**config.mk**
```make
export PLATFORM = sky130hd
export DESIGN_NAME = sdram_pattern_tester_flat
export DESIGN_NICKNAME = d
export VERILOG_FILES = /design/src/rtl/sdram_pattern_tester_if.sv /design/src/rtl/sdram_pattern_tester.sv /design/src/flat_wrapper.sv
export SDC_FILE = /design/constraint.sdc
export NUM_CORES = 1
export LEC_CHECK = 0
export CAP_MARGIN = 20
export CORE_UTILIZATION = 24
export CTS_BUF_LIST = sky130_fd_sc_hd__clkbuf_16
export DETAILED_ROUTE_END_ITERATION = 10
export SLEW_MARGIN = 40
export SYNTH_ARGS = -nofsm -noshare
export SYNTH_HDL_FRONTEND = slang
export SYNTH_SLANG_ARGS = --single-unit
```
**constraint.sdc**
```tcl
create_clock -name clk_100m -period 9.9 [get_ports clk_100m]
set_clock_uncertainty 0.15 [all_clocks]
set_input_delay 1.98 -clock clk_100m [delete_from_list [all_inputs] [get_ports clk_100m]]
set_output_delay 1.98 -clock clk_100m [all_outputs]
set_load 0.1 [all_outputs]
```
**src/rtl/sdram_pattern_tester_if.sv**
```systemverilog
// rtl/sdram_pattern_tester_if.sv - SDRAM request/ack bus between the pattern tester (master) and sdram_top (slave)
interface sdram_pattern_tester_if #(
  parameter int ADDR_W = 24,
  parameter int DATA_W = 16
);
  logic              sdram_init_done;
  logic              sdram_wr_req;
  logic [ADDR_W-1:0] sdram_wr_addr;
  logic [8:0]        sdwr_bytes;
  logic [DATA_W-1:0] sdram_wr_data;
  logic              sdram_wr_ack;
  logic              sdram_rd_req;
  logic [ADDR_W-1:0] sdram_rd_addr;
  logic [8:0]        sdrd_bytes;
  logic [DATA_W-1:0] sdram_rd_data;
  logic              sdram_rd_ack;

  modport master (
    input  sdram_init_done, sdram_wr_ack, sdram_rd_data, sdram_rd_ack,
    output sdram_wr_req, sdram_wr_addr, sdwr_bytes, sdram_wr_data,
           sdram_rd_req, sdram_rd_addr, sdrd_bytes
  );

  modport slave (
    output sdram_init_done, sdram_wr_ack, sdram_rd_data, sdram_rd_ack,
    input  sdram_wr_req, sdram_wr_addr, sdwr_bytes, sdram_wr_data,
           sdram_rd_req, sdram_rd_addr, sdrd_bytes
  );
endinterface

```
**src/rtl/sdram_pattern_tester.sv**
```systemverilog
// rtl/sdram_pattern_tester.sv - bursted write/read-back SDRAM pattern self-test engine
// Optional SDRAM_TESTER_LOOP_EN: run passes back to back until start is pulsed while busy.
module sdram_pattern_tester #(
  parameter int                ADDR_W     = 24,
  parameter int                DATA_W     = 16,
  parameter logic [ADDR_W-1:0] START_ADDR = '0,
  parameter int                ADDR_COUNT = 1024,
  parameter int                BURST_LEN  = 8,
  parameter int                ERR_W      = 16
) (
  input  logic                   clk_100m,
  input  logic                   rst,
  input  logic                   start,
  input  logic [1:0]             mode,
  sdram_pattern_tester_if.master sdram,
  output logic                   busy,
  output logic                   done,
  output logic                   pass,
  output logic [ERR_W-1:0]       err_count,
  output logic [ADDR_W-1:0]      first_err_addr,
  output logic [DATA_W-1:0]      last_rd_data,
  output logic [7:0]             pass_count
);

  typedef enum logic [2:0] {
    S_IDLE, S_WR_REQ, S_WR_XFER, S_RD_REQ, S_RD_XFER, S_CHECK_END
  } state_t;

  state_t            state, state_n;
  logic [1:0]        mode_q;
  logic [ADDR_W-1:0] burst_addr;
  logic [8:0]        burst_len;
  logic [8:0]        burst_cnt;
  logic [31:0]       remaining;
  logic [31:0]       rem_after;
  logic [ADDR_W-1:0] word_addr;
  logic [DATA_W-1:0] exp_word;
  logic              cmp_valid;
  logic [DATA_W-1:0] cmp_data;
  logic [DATA_W-1:0] cmp_exp;
  logic [ADDR_W-1:0] cmp_addr;
  logic              wr_take, rd_take, xfer_end, start_ok;
  logic              wr_req, rd_req;
`ifdef SDRAM_TESTER_LOOP_EN
  logic              stop_req;
`endif

  function automatic logic [DATA_W-1:0] pattern(input logic [ADDR_W-1:0] a,
                                                input logic [1:0] m, input logic [7:0] p);
    logic [DATA_W-1:0] v;
    v = '0;
    case (m)
      2'd0: v = DATA_W'(a) + DATA_W'(p);
      2'd1: v = DATA_W'(a);
      2'd2: v = DATA_W'(1) << (a % ADDR_W'(DATA_W));
      default: for (int i = 0; i < DATA_W; i++) v[i] = a[0] ? (i % 2 == 1) : (i % 2 == 0);
    endcase
    return p[0] ? ~v : v;
  endfunction

  function automatic logic [8:0] calc_len(input logic [31:0] rem);
    if (rem < 32'(BURST_LEN)) return rem[8:0];
    return 9'(BURST_LEN);
  endfunction

  assign word_addr = burst_addr + ADDR_W'(burst_cnt);
  assign exp_word  = pattern(word_addr, mode_q, pass_count);
  assign rem_after = remaining - 32'(burst_len);
  assign start_ok  = (state == S_IDLE) && start && sdram.sdram_init_done;
  // The first ack of a burst lands while still in REQ; it is word 0 of that burst.
  assign wr_take   = sdram.sdram_wr_ack && ((state == S_WR_REQ) ||
                     ((state == S_WR_XFER) && (burst_cnt < burst_len)));
  assign rd_take   = sdram.sdram_rd_ack && ((state == S_RD_REQ) ||
                     ((state == S_RD_XFER) && (burst_cnt < burst_len)));
  assign xfer_end  = ((state == S_WR_XFER) || (state == S_RD_XFER)) && (burst_cnt == burst_len);

  always_ff @(posedge clk_100m or posedge rst) begin
    if (rst) state <= S_IDLE;
    else     state <= state_n;
  end

  always_comb begin
    state_n = state;
    wr_req  = 1'b0;
    rd_req  = 1'b0;
    case (state)
      S_IDLE:      if (start_ok) state_n = S_WR_REQ;
      S_WR_REQ: begin
        wr_req = sdram.sdram_init_done;
        if (wr_take) state_n = S_WR_XFER;
      end
      S_WR_XFER:   if (xfer_end) state_n = (rem_after == 32'd0) ? S_RD_REQ : S_WR_REQ;
      S_RD_REQ: begin
        rd_req = sdram.sdram_init_done;
        if (rd_take) state_n = S_RD_XFER;
      end
      S_RD_XFER:   if (xfer_end) state_n = (rem_after == 32'd0) ? S_CHECK_END : S_RD_REQ;
      S_CHECK_END: begin
`ifdef SDRAM_TESTER_LOOP_EN
        state_n = stop_req ? S_IDLE : S_WR_REQ;
`else
        state_n = S_IDLE;
`endif
      end
      default:     state_n = S_IDLE;
    endcase
  end

  always_ff @(posedge clk_100m or posedge rst) begin
    if (rst) begin
      mode_q         <= '0;
      burst_addr     <= '0;
      burst_len      <= '0;
      burst_cnt      <= '0;
      remaining      <= '0;
      cmp_valid      <= 1'b0;
      cmp_data       <= '0;
      cmp_exp        <= '0;
      cmp_addr       <= '0;
      done           <= 1'b0;
      pass           <= 1'b0;
      err_count      <= '0;
      first_err_addr <= '0;
      last_rd_data   <= '0;
      pass_count     <= '0;
`ifdef SDRAM_TESTER_LOOP_EN
      stop_req       <= 1'b0;
`endif
    end else begin
      cmp_valid <= 1'b0;
`ifdef SDRAM_TESTER_LOOP_EN
      done <= 1'b0;
      if (start && busy) stop_req <= 1'b1;
`endif
      if (start_ok) begin
        mode_q         <= mode;
        err_count      <= '0;
        first_err_addr <= '0;
        done           <= 1'b0;
        pass           <= 1'b0;
        burst_addr     <= START_ADDR;
        remaining      <= 32'(ADDR_COUNT);
        burst_len      <= calc_len(32'(ADDR_COUNT));
        burst_cnt      <= '0;
`ifdef SDRAM_TESTER_LOOP_EN
        stop_req       <= 1'b0;
`endif
      end
      if (wr_take || rd_take) burst_cnt <= burst_cnt + 9'd1;
      if (rd_take) begin
        cmp_valid    <= 1'b1;
        cmp_data     <= sdram.sdram_rd_data;
        cmp_exp      <= exp_word;
        cmp_addr     <= word_addr;
        last_rd_data <= sdram.sdram_rd_data;
      end
      // End of a phase rewinds the range so the next phase (or next loop pass) starts clean.
      if (xfer_end) begin
        burst_cnt <= '0;
        if (rem_after == 32'd0) begin
          burst_addr <= START_ADDR;
          remaining  <= 32'(ADDR_COUNT);
          burst_len  <= calc_len(32'(ADDR_COUNT));
        end else begin
          burst_addr <= burst_addr + ADDR_W'(burst_len);
          remaining  <= rem_after;
          burst_len  <= calc_len(rem_after);
        end
      end
      if (cmp_valid && (cmp_data != cmp_exp)) begin
        if (err_count == '0) first_err_addr <= cmp_addr;
        if (err_count != '1) err_count <= err_count + 1'b1;
      end
      if (state == S_CHECK_END) begin
        pass_count <= pass_count + 8'd1;
        done       <= 1'b1;
        pass       <= (err_count == '0);
      end
    end
  end

  assign busy                = (state != S_IDLE);
  assign sdram.sdram_wr_req  = wr_req;
  assign sdram.sdram_rd_req  = rd_req;
  assign sdram.sdram_wr_addr = burst_addr;
  assign sdram.sdram_rd_addr = burst_addr;
  assign sdram.sdwr_bytes    = burst_len;
  assign sdram.sdrd_bytes    = burst_len;
  assign sdram.sdram_wr_data = ((state == S_WR_REQ) || (state == S_WR_XFER)) ? exp_word : '0;

endmodule

```
**src/flat_wrapper.sv**
```systemverilog
// flat-port wrapper written by rule: the top's interface ports become plain ports
module sdram_pattern_tester_flat 
#(
  parameter int                ADDR_W     = 24,
  parameter int                DATA_W     = 16,
  parameter logic [ADDR_W-1:0] START_ADDR = '0,
  parameter int                ADDR_COUNT = 1024,
  parameter int                BURST_LEN  = 8,
  parameter int                ERR_W      = 16
)
  (clk_100m, rst, start, mode, busy, done, pass, err_count, first_err_addr, last_rd_data, pass_count, sdram_sdram_init_done, sdram_sdram_wr_ack, sdram_sdram_rd_data, sdram_sdram_rd_ack, sdram_sdram_wr_req, sdram_sdram_wr_addr, sdram_sdwr_bytes, sdram_sdram_wr_data, sdram_sdram_rd_req, sdram_sdram_rd_addr, sdram_sdrd_bytes);
  sdram_pattern_tester_if #(.ADDR_W(ADDR_W), .DATA_W(DATA_W)) sdram_i ();
  input  logic clk_100m;
  input  logic rst;
  input  logic start;
  input  logic [1:0] mode;
  output logic busy;
  output logic done;
  output logic pass;
  output logic [ERR_W-1:0] err_count;
  output logic [ADDR_W-1:0] first_err_addr;
  output logic [DATA_W-1:0] last_rd_data;
  output logic [7:0] pass_count;
  input wire logic [$bits(sdram_i.sdram_init_done)-1:0] sdram_sdram_init_done;
  input wire logic [$bits(sdram_i.sdram_wr_ack)-1:0] sdram_sdram_wr_ack;
  input wire logic [$bits(sdram_i.sdram_rd_data)-1:0] sdram_sdram_rd_data;
  input wire logic [$bits(sdram_i.sdram_rd_ack)-1:0] sdram_sdram_rd_ack;
  output wire logic [$bits(sdram_i.sdram_wr_req)-1:0] sdram_sdram_wr_req;
  output wire logic [$bits(sdram_i.sdram_wr_addr)-1:0] sdram_sdram_wr_addr;
  output wire logic [$bits(sdram_i.sdwr_bytes)-1:0] sdram_sdwr_bytes;
  output wire logic [$bits(sdram_i.sdram_wr_data)-1:0] sdram_sdram_wr_data;
  output wire logic [$bits(sdram_i.sdram_rd_req)-1:0] sdram_sdram_rd_req;
  output wire logic [$bits(sdram_i.sdram_rd_addr)-1:0] sdram_sdram_rd_addr;
  output wire logic [$bits(sdram_i.sdrd_bytes)-1:0] sdram_sdrd_bytes;
  assign sdram_i.sdram_init_done = sdram_sdram_init_done;
  assign sdram_i.sdram_wr_ack = sdram_sdram_wr_ack;
  assign sdram_i.sdram_rd_data = sdram_sdram_rd_data;
  assign sdram_i.sdram_rd_ack = sdram_sdram_rd_ack;
  assign sdram_sdram_wr_req = sdram_i.sdram_wr_req;
  assign sdram_sdram_wr_addr = sdram_i.sdram_wr_addr;
  assign sdram_sdwr_bytes = sdram_i.sdwr_bytes;
  assign sdram_sdram_wr_data = sdram_i.sdram_wr_data;
  assign sdram_sdram_rd_req = sdram_i.sdram_rd_req;
  assign sdram_sdram_rd_addr = sdram_i.sdram_rd_addr;
  assign sdram_sdrd_bytes = sdram_i.sdrd_bytes;
  sdram_pattern_tester #(.ADDR_W(ADDR_W), .DATA_W(DATA_W), .START_ADDR(START_ADDR), .ADDR_COUNT(ADDR_COUNT), .BURST_LEN(BURST_LEN), .ERR_W(ERR_W)) u_core (.clk_100m(clk_100m), .rst(rst), .start(start), .mode(mode), .sdram(sdram_i), .busy(busy), .done(done), .pass(pass), .err_count(err_count), .first_err_addr(first_err_addr), .last_rd_data(last_rd_data), .pass_count(pass_count));
endmodule
```
# Word-level counts from Yosys, hierarchy flattened
# Cells that the tools add are included.
[totals]
output_inout_bits = 151
ff_bits = 186
input_bits = 24
word_cells = 105
[op_classes]
n_shift = 1
n_lt_le_gt_ge = 2
muxes = 42
add_sub_neg = 7
eq_ne = 15
n_reduce_logical = 22
bitwise = 1
[op_table]
columns = ["cell", "n"]
rows = [
  ["$mux W24", 6],
  ["$mux W32", 3],
  ["$mux W16", 5],
  ["$mux W9", 8],
  ["$add A24 B9 Y24", 2],
  ["$pmux W16 S3", 1],
  ["$logic_not A32 Y1", 1],
  ["$lt A32 B4 Y1 const B", 1],
  ["$sub A32 B9 Y32", 1],
  ["$mux W3", 6],
  ["$add A16 B1 Y16 const B", 1],
  ["$add A16 B8 Y16", 1],
  ["$logic_not A16 Y1", 1],
  ["$ne A16 B16 Y1", 1],
  ["$ne A16 B16 Y1 const B", 1],
  ["$not A16 Y16", 1],
  ["$shl A1 B4 Y16 const A", 1],
  ["$pmux W3 S5", 1],
  ["$mux W1", 11],
  ["$ne A2 B1 Y1 const B", 5],
  ["$add A9 B1 Y9 const B", 1],
  ["$eq A9 B9 Y1", 1],
  ["$lt A9 B9 Y1", 1],
  ["$add A8 B1 Y8 const B", 1],
  ["other kinds (13)", 28],
]

# Logic depth before layout (Yosys ltp)
# Gate-level depths: netlist of run 1.
[logic_depth]
depth_word = 8
ltp_mapped = 17
mapped_depth_nobuf = 17

# Least setup slack after synthesis of run 1
# OpenSTA, ideal clock, no wires.
[synth_path]
kind = "reg-to-output"
startpoint = "register u_core.burst_addr[0], in the netlist u_core.sdram.sdram_rd_addr[0]"
endpoint = "output port sdram_sdram_wr_data[10]"
t_required_ps = 7770
path_stages_with_launch = 17
path_slack_ps = 2247
arrival_time_ps = 5523
path_cell_list = "dfrtp_1 > ha_1 > fa_1 > a211oi_1 > o21ai_0 > a21oi_1 > xor2_1 > inv_1 > ha_1 > or2_2 > a21oi_1 > a31oi_1 > nor3b_1 > mux2i_1 > a222oi_1 > xor2_1 > nor2_1"
[synth_via]
elab_chain_cells = 6
elab_cells_between_ends = 8
classes_between = "2 x add/sub; 1 x shift; 4 x mux; 1 x bitwise"
[synth_lines]
columns = ["item", "line", "source"]
rows = [
  ["from (decl)", "sdram_pattern_tester.sv:31", "logic [ADDR_W-1:0] burst_addr;"],
  ["from (signal assigned)", "sdram_pattern_tester.sv:165", "burst_addr <= burst_addr + ADDR_W'(burst_len);"],
  ["$add A24 B9 Y24 *", "sdram_pattern_tester.sv:66", "assign word_addr = burst_addr + ADDR_W'(burst_cnt);"],
  ["named net u_core.word_addr[6]", "sdram_pattern_tester.sv:36", "logic [ADDR_W-1:0] word_addr;"],
  ["$add A16 B8 Y16 *", "sdram_pattern_tester.sv:53", "2'd0: v = DATA_W'(a) + DATA_W'(p);"],
  ["$pmux W16 S3 *", "sdram_pattern_tester.sv:52", "case (m)"],
  ["$not A16 Y16", "sdram_pattern_tester.sv:58", "return p[0] ? ~v : v;"],
  ["$mux W16 *", "sdram_pattern_tester.sv:58", ""],
  ["$mux W16 *", "sdram_pattern_tester.sv:189", "assign sdram.sdram_wr_data = ((state == S_WR_REQ) || (state == S_WR_XFER)) ? exp_word : '0;"],
  ["to (decl)", "flat_wrapper.sv:31", "output wire logic [$bits(sdram_i.sdram_wr_data)-1:0] sdram_sdram_wr_data;"],
]
# Mark *: on every way through the listed nets, which the timed path passes. The rest lies on a longest branch.

# Worst setup path after layout of run 1
[layout_path]
startpoint = "register u_core.burst_cnt[0]"
endpoint = "output port sdram_sdram_wr_data[10]"
[layout_via]
elab_chain_cells = 6
elab_cells_between_ends = 8
classes_between = "2 x add/sub; 1 x shift; 4 x mux; 1 x bitwise"
[layout_lines]
columns = ["item", "line", "source"]
rows = [
  ["from (decl)", "sdram_pattern_tester.sv:33", "logic [8:0] burst_cnt;"],
  ["from (signal assigned)", "sdram_pattern_tester.sv:149", "if (wr_take || rd_take) burst_cnt <= burst_cnt + 9'd1;"],
  ["$add A24 B9 Y24 *", "sdram_pattern_tester.sv:66", ""],
  ["named net u_core.word_addr[6]", "sdram_pattern_tester.sv:36", ""],
  ["$add A16 B8 Y16 *", "sdram_pattern_tester.sv:53", ""],
  ["$pmux W16 S3 *", "sdram_pattern_tester.sv:52", ""],
  ["$not A16 Y16", "sdram_pattern_tester.sv:58", ""],
  ["$mux W16 *", "sdram_pattern_tester.sv:58", ""],
  ["$mux W16 *", "sdram_pattern_tester.sv:189", ""],
]
# Marked as above.

==> results of run 1 <==
where the power goes:
| part | leakage, nW | internal [mW] | switching [mW] |
|---|---|---|---|
| Sequential | 2.51 | 0.914 | 0.197 |
| Combinational | 3.71 | 0.412 | 1.73 |
| Clock | 0.319 | 0.414 | 0.353 |
synthesized netlist by cell type, drive strengths merged, types with 16 or more instances:
cell	count	area, um^2
mux2	25	282
nand3	57	285
nand2b	18	113
dfrtp	186	4650
nor2	110	413
ha	48	601
xnor2	36	315
buf	46	308
and3	21	136
nor3	32	170
or3	16	105
o21ai	148	744
inv	39	146
clkbuf	53	199
nand2	196	743
nor4	20	174
a21oi	44	224
xor2	55	482
critical path: cells and delay by family (launching register included):
kind	cells	cell delay (ps)
AO/OA/AOI/OAI	6	1870
XOR/XNOR	2	430
adder cells (fa/ha/maj)	3	1000
buffers and inverters	2	520
flip-flops	1	460
multiplexers	1	110
AND/OR/NAND/NOR	3	540
layout make-up:
class,instances,area share
multi-input cells,1076,0.485
clock buffers,17,0.0297
well taps,672,0.0586
flip-flops and latches,186,0.325
repair buffers,184,0.0744
inverters,40,0.0113
clock inverters,15,0.0159
cells in the final DEF (no fill, tap or decap), types with 10 or more instances in the layout:
master           synthesis  routed
nor2b_1                 11      11
o21ai_1                 20      20
o21ai_0                127     126
and3_1                  20      20
ha_1                    48      48
nor2_1                 110     109
buf_2                    6     152
a211o_1                 10      10
a21o_1                  13      13
nor3_1                  30      30
nand2_1                195     195
xor2_1                  55      55
nor4_1                  15      15
inv_1                   38      37
and2_1                  11      11
nand3_1                 57      57
a31oi_1                 15      15
o31ai_1                 11      10
dfrtp_1                186     184
o21a_1                  10      10
clkbuf_16                0      17
mux2_2                  25      25
clkdlybuf4s50_1          0      23
a21oi_1                 43      43
o211ai_1                14      14
or3_1                   15      15
nand4_1                 14      14
nand2b_1                18      18
xnor2_1                 36      35
path summary, 6_finish.rpt:
| check | endpoint | depth (start not counted) | slack (ps) | startpoint |
|---|---|---|---|---|
| worst max-delay path | sdram_sdram_wr_data[10] | 17 | 2390 | u_core.burst_cnt[0] |
| worst min-delay path | u_core.cmp_addr[18] | 2 | 330 | u_core.cmp_addr[18] |
| worst max register to register | u_core.cmp_exp[10] | 16 | 5080 | u_core.burst_cnt[0] |
| worst min register to register | u_core.cmp_addr[18] | 2 | 330 | u_core.cmp_addr[18] |
| max in group asynchronous | u_core.cmp_exp[1] | 3 | 6570 | rst |
| min in group asynchronous | u_core.err_count[7] | 2 | 1910 | rst |
state kept, by name, summed over array words and instances, names as in the netlist, 16 cells and up:
| signal | count |
|---|---|
| u_core.remaining | 32 |
| u_core.err_count | 16 |
| u_core.first_err_addr | 24 |
| u_core.cmp_exp | 16 |
| u_core.sdram.sdram_rd_addr | 24 |
| u_core.cmp_addr | 24 |
| u_core.last_rd_data | 16 |
cell families after synthesis:
| group | share of synthesized area |
|---|---|
| AO/OA/AOI/OAI | 0.198 |
| buffers and inverters | 0.0537 |
| XOR/XNOR | 0.0651 |
| flip-flops | 0.380 |
| adder cells (fa/ha/maj) | 0.0556 |
| AND/OR/NAND/NOR | 0.219 |
| multiplexers | 0.0279 |
through the flow:
| step | worst slack [ps] | cells | instance area (um^2) |
|---|---|---|---|
| after floorplan | 2250 | 1401 | 12200 |
| after global placement | 2230 | 2157 | 14400 |
| after detailed placement | 2920 | 2157 | 13700 |
| after CTS | 2370 | 2189 | 14300 |
| after global routing | 1850 | 2190 | 14300 |
| final | 2390 | 2190 | 14300 |
routing by layer:
metal,vias up,global-route usage,routed length (um)
li1,5235,-,-
met1,5258,0.194,17500
met2,309,0.237,17900
met3,53,0.0369,2150
met4,0,0.0490,894
met5,-,0,0
==> run metrics, run 1 <==
status finished, final reports clean; max-slew violation count 0; post-synthesis sequential area ratio 0.380; first-pass GRT wire length 60400 um; crit path cell chain ha_1 > fa_1 > a211oi_1 > o21ai_0 > a21oi_1 > xor2_1 > inv_1 > ha_1 > or2_2 > a21oi_1 > a31oi_1 > nor3b_1 > mux2i_1 > a222oi_1 > xor2_1 > nor2_1 > buf_2; final worst-path cycle share 0.758; Max Fclk ~130 MHz; IR drop worst, VDD between 0.2 and 0.3 mV; Mapped Nets 1477; initial antenna violation count 0; die area 51900 um^2; Final Hold Violating Endpoints 0; Main synth FF type dfrtp_1; largest net degree at the start of global routing 117; CTS Sinks ~190; drt total wl 38400 um; Vias/cell 4.96; Worst-path clk slew approximately 80 ps; row cnt 82; Final HPWL DP approximately 28000 um; CTS max path bufs 2; kind of critical path register to output pin; Yosys warnings 0; maxcap violations 0; Crit path required time ~7800 ps; leakage power 6.54 nW; GRT Overall Usage 0.148; PwrDens 280 nW/um^2; Fin Hold WS 333 ps; number of diodes 0; Slowest Stage Delay on Critical Path ~460 ps; Horiz. Die Dim about 230 um; Initial Util 0.243; Post-synth ARST share 1.00; CP Launch Type register; multi-input logic area 6960 um^2; Core Area approximately 50000 um^2; synth unique cells 93; layout net count 1581; number of global-route vias before repair 10400; WL per Instance 17.5 um; post-layout utilization of the core 0.285; CP Capture Type output pin; global route overflow 0; TNS Setup 0 ps; crit-path max FO 6; Post-CTS Setup Inserts 0; CTS tree yes; Post-Syn Area 12200 um^2; RSZ-0062 raised after global routing no; CTS root buffer clkbuf_16; worst skew pair latency 460 ps; drt drc 0; cts hold-fix bufs 0; Initial DRC Count 905; Avg Synthesized Cell Area just under 9 um^2; hold crit path type register to register; Synth Instances 1401; post-route ant nets 0; die height 228 um; Critical Path AT ~5400 ps; placer congestion estimate 0.867; storage element area 4660 um^2; Seq cells post-synth 186; via count 10900; Setup violations, final 0; min Tclk post-route 7510 ps; Power, Total approximately 4 mW; CTS resizes 0; Synth-to-Final Area Change 17.1%; filler cell count 5366; Worst-Margin Slew 772 ps; H-tree levels 4; Slew headroom 0.484; # IOs 175; input/output buffers between 150 and 200; clock buffer count from CTS 17; Detailed Routing Iterations Pass 1 6; share of layout cells above drive strength 1 0.175; number of flops mapped to enable cells by yosys 0; highest-delay cell along the critical path dfrtp_1
Power figures use the tool's default switching activity.
==> inputs of run 2 (changes only) <==
- clock period: 9.9 -> 7.2 ns (I/O delays scaled with it)
==> run metrics, run 2 (synthesis gave the netlist of run 1 again) <==
status finished, final reports clean; max FFs per register 32 (unchanged); Crit path required time 5610 ps (-2160 ps); drt drc 0 (unchanged); Most flops, register u_core.remaining; Post-CTS Setup Inserts 0 (unchanged); WL per Instance 17.4 um (-0.59%); leakage power 6.50 nW (-0.57%); TNS Setup 0 ps (unchanged); Final Hold Violating Endpoints 0 (unchanged); post-route ant nets 0 (unchanged); input/output buffers 174 (unchanged); drt total wl 38200 um (-0.54%); GRT Overall Usage 0.147 (-0.00146); number of diodes 0 (unchanged); cts hold-fix bufs 0 (unchanged); final worst-path cycle share 0.934; die height 228 um (unchanged); storage element area 4650 um^2 (about the same); min Tclk post-route 6720 ps; CP Capture Type output pin; CTS Sinks 186 (unchanged); Horiz. Die Dim 228 um (unchanged); Detailed Routing Iterations Pass 1 5 (-1); Synth-to-Final Area Change 16.7%; largest net degree at the start of global routing 137 (+17%); CTS max path bufs 2 (unchanged); Worst-path clk slew 80 ps (about the same); Final HPWL DP 28000 um (-0.27%); most frequent cells in the layout 195 x nand2_1, 186 x dfrtp_1, 140 x buf_2, 126 x o21ai_0, 109 x nor2_1; filler cell count 5396 (+0.56%); placed cell area 13700 um^2 (+0.27%); H-tree levels 4 (unchanged); Core Area 50300 um^2 (unchanged); CTS tree yes; crit-path max FO 6 (unchanged); number of global-route vias before repair 10300 (-0.73%); Slew headroom 0.418 (-0.0656); maxcap violations 0 (unchanged); DP Worst Slack 876 ps (-2040 ps); Initial Util 0.243 (unchanged); CTS root buffer clkbuf_16; crit path cell chain ha_1 > fa_1 > a211oi_2 > o21ai_0 > a21oi_1 > xor2_1 > inv_1 > ha_1 > or2_2 > a21oi_1 > a31oi_1 > nor3b_1 > mux2i_1 > a222oi_1 > xor2_1 > nor2_1 > buf_12; placer congestion estimate 0.884 (+2.0%); Critical Path AT 5130 ps (-250 ps); IR drop worst, VDD 0.363 mV (+24%); Slowest Stage Delay on Critical Path 450 ps (about the same); R2R setup slack 2480 ps (-2600 ps); via count 10800 (-0.21%); share of layout cells above drive strength 1 0.171 (-0.00406); Initial DRC Count 866 (-4.3%); multi-input logic area 6960 um^2 (about the same); clock buffer count from CTS 17 (unchanged); layout net count 1583 (+0.13%); die area 51900 um^2 (unchanged); # IOs 175 (unchanged); max-slew violation count 0 (unchanged); PwrDens 379 nW/um^2 (+35%); worst skew pair latency 460 ps (about the same); row cnt 82 (unchanged); kind of critical path register to output pin; Power, Total 5.41 mW (+35%); Worst-Margin Slew 865 ps (+92.9 ps); hold crit path type register to register; initial antenna violation count 0 (unchanged); global route overflow 0 (unchanged); Max Fclk 149 MHz; RSZ-0062 raised after global routing no; Non-Filler Cell Area, Final 14300 um^2 (-0.33%); CP Launch Type register; Setup violations, final 0 (unchanged); Vias/cell 4.94 (-0.26%); worst setup margin 476 ps (-1920 ps); first-pass GRT wire length 60500 um (about the same); commonest non-fill, non-tap cell in the layout nand2_1; highest-delay cell along the critical path dfrtp_1
[run 2: final timing paths]
| path | startpoint | endpoint | cells after the start |
|---|---|---|---|
| setup / recovery | u_core.burst_cnt[0] | sdram_sdram_wr_data[10] | 17 |
| hold / removal | u_core.cmp_addr[22] | u_core.first_err_addr[22] | 2 |
| setup reg to reg | u_core.burst_cnt[0] | u_core.cmp_exp[10] | 16 |
| hold reg to reg | u_core.cmp_addr[22] | u_core.first_err_addr[22] | 2 |
| max in group asynchronous | rst | u_core.cmp_exp[1] | 3 |
| min in group asynchronous | rst | u_core.err_count[5] | 2 |
[run 2: final cells by class]
| type | count | area share |
|---|---|---|
| well taps | 672 | 0.0588 |
| flip-flops and latches | 186 | 0.326 |
| inverters | 40 | 0.0114 |
| multi-input cells | 1076 | 0.487 |
| clock inverters | 14 | 0.00771 |
| clock buffers | 17 | 0.0298 |
| repair buffers | 186 | 0.0798 |
[run 2: worst max-delay path: cells and delay by family (launching register included)]
kind                       cells  cell delay, ps
DFF                            1             450
and+or+nand+nor                3             660
xor gates and xnor gates       2             410
muxes                          1             120
AOI/OAI and AO/OA              6            1720
buffers and inverters          2             290
adders and majority gates      3            1020
[run 2: what timing repair did]
item	4_1_cts	5_1_grt
gates resized for setup	0	1
hold endpoints to repair	0	0
endpoints found under the setup margin	0	1
[run 2: metal layers]
metal	routed length (um)	track usage	share of wire
met5	0	0	0
met4	778	0.0475	0.020
met3	2120	0.0344	0.056
met1	17600	0.195	0.46
met2	17600	0.234	0.46
[run 2: stage by stage]
step                      utilization  instances  hold slack (ps)
after global routing            0.284       2191              363
after global placement          0.286       2158              314
final                           0.284       2191              331
after CTS                       0.283       2189              335
after floorplan                     -       1401              294
after detailed placement        0.273       2158              313
[run 2: power breakdown]
group | internal (mW) | switching [mW] | leakage (nW)
Combinational | 0.611 | 2.38 | 3.74
Sequential | 1.26 | 0.265 | 2.51
Clock | 0.469 | 0.433 | 0.258
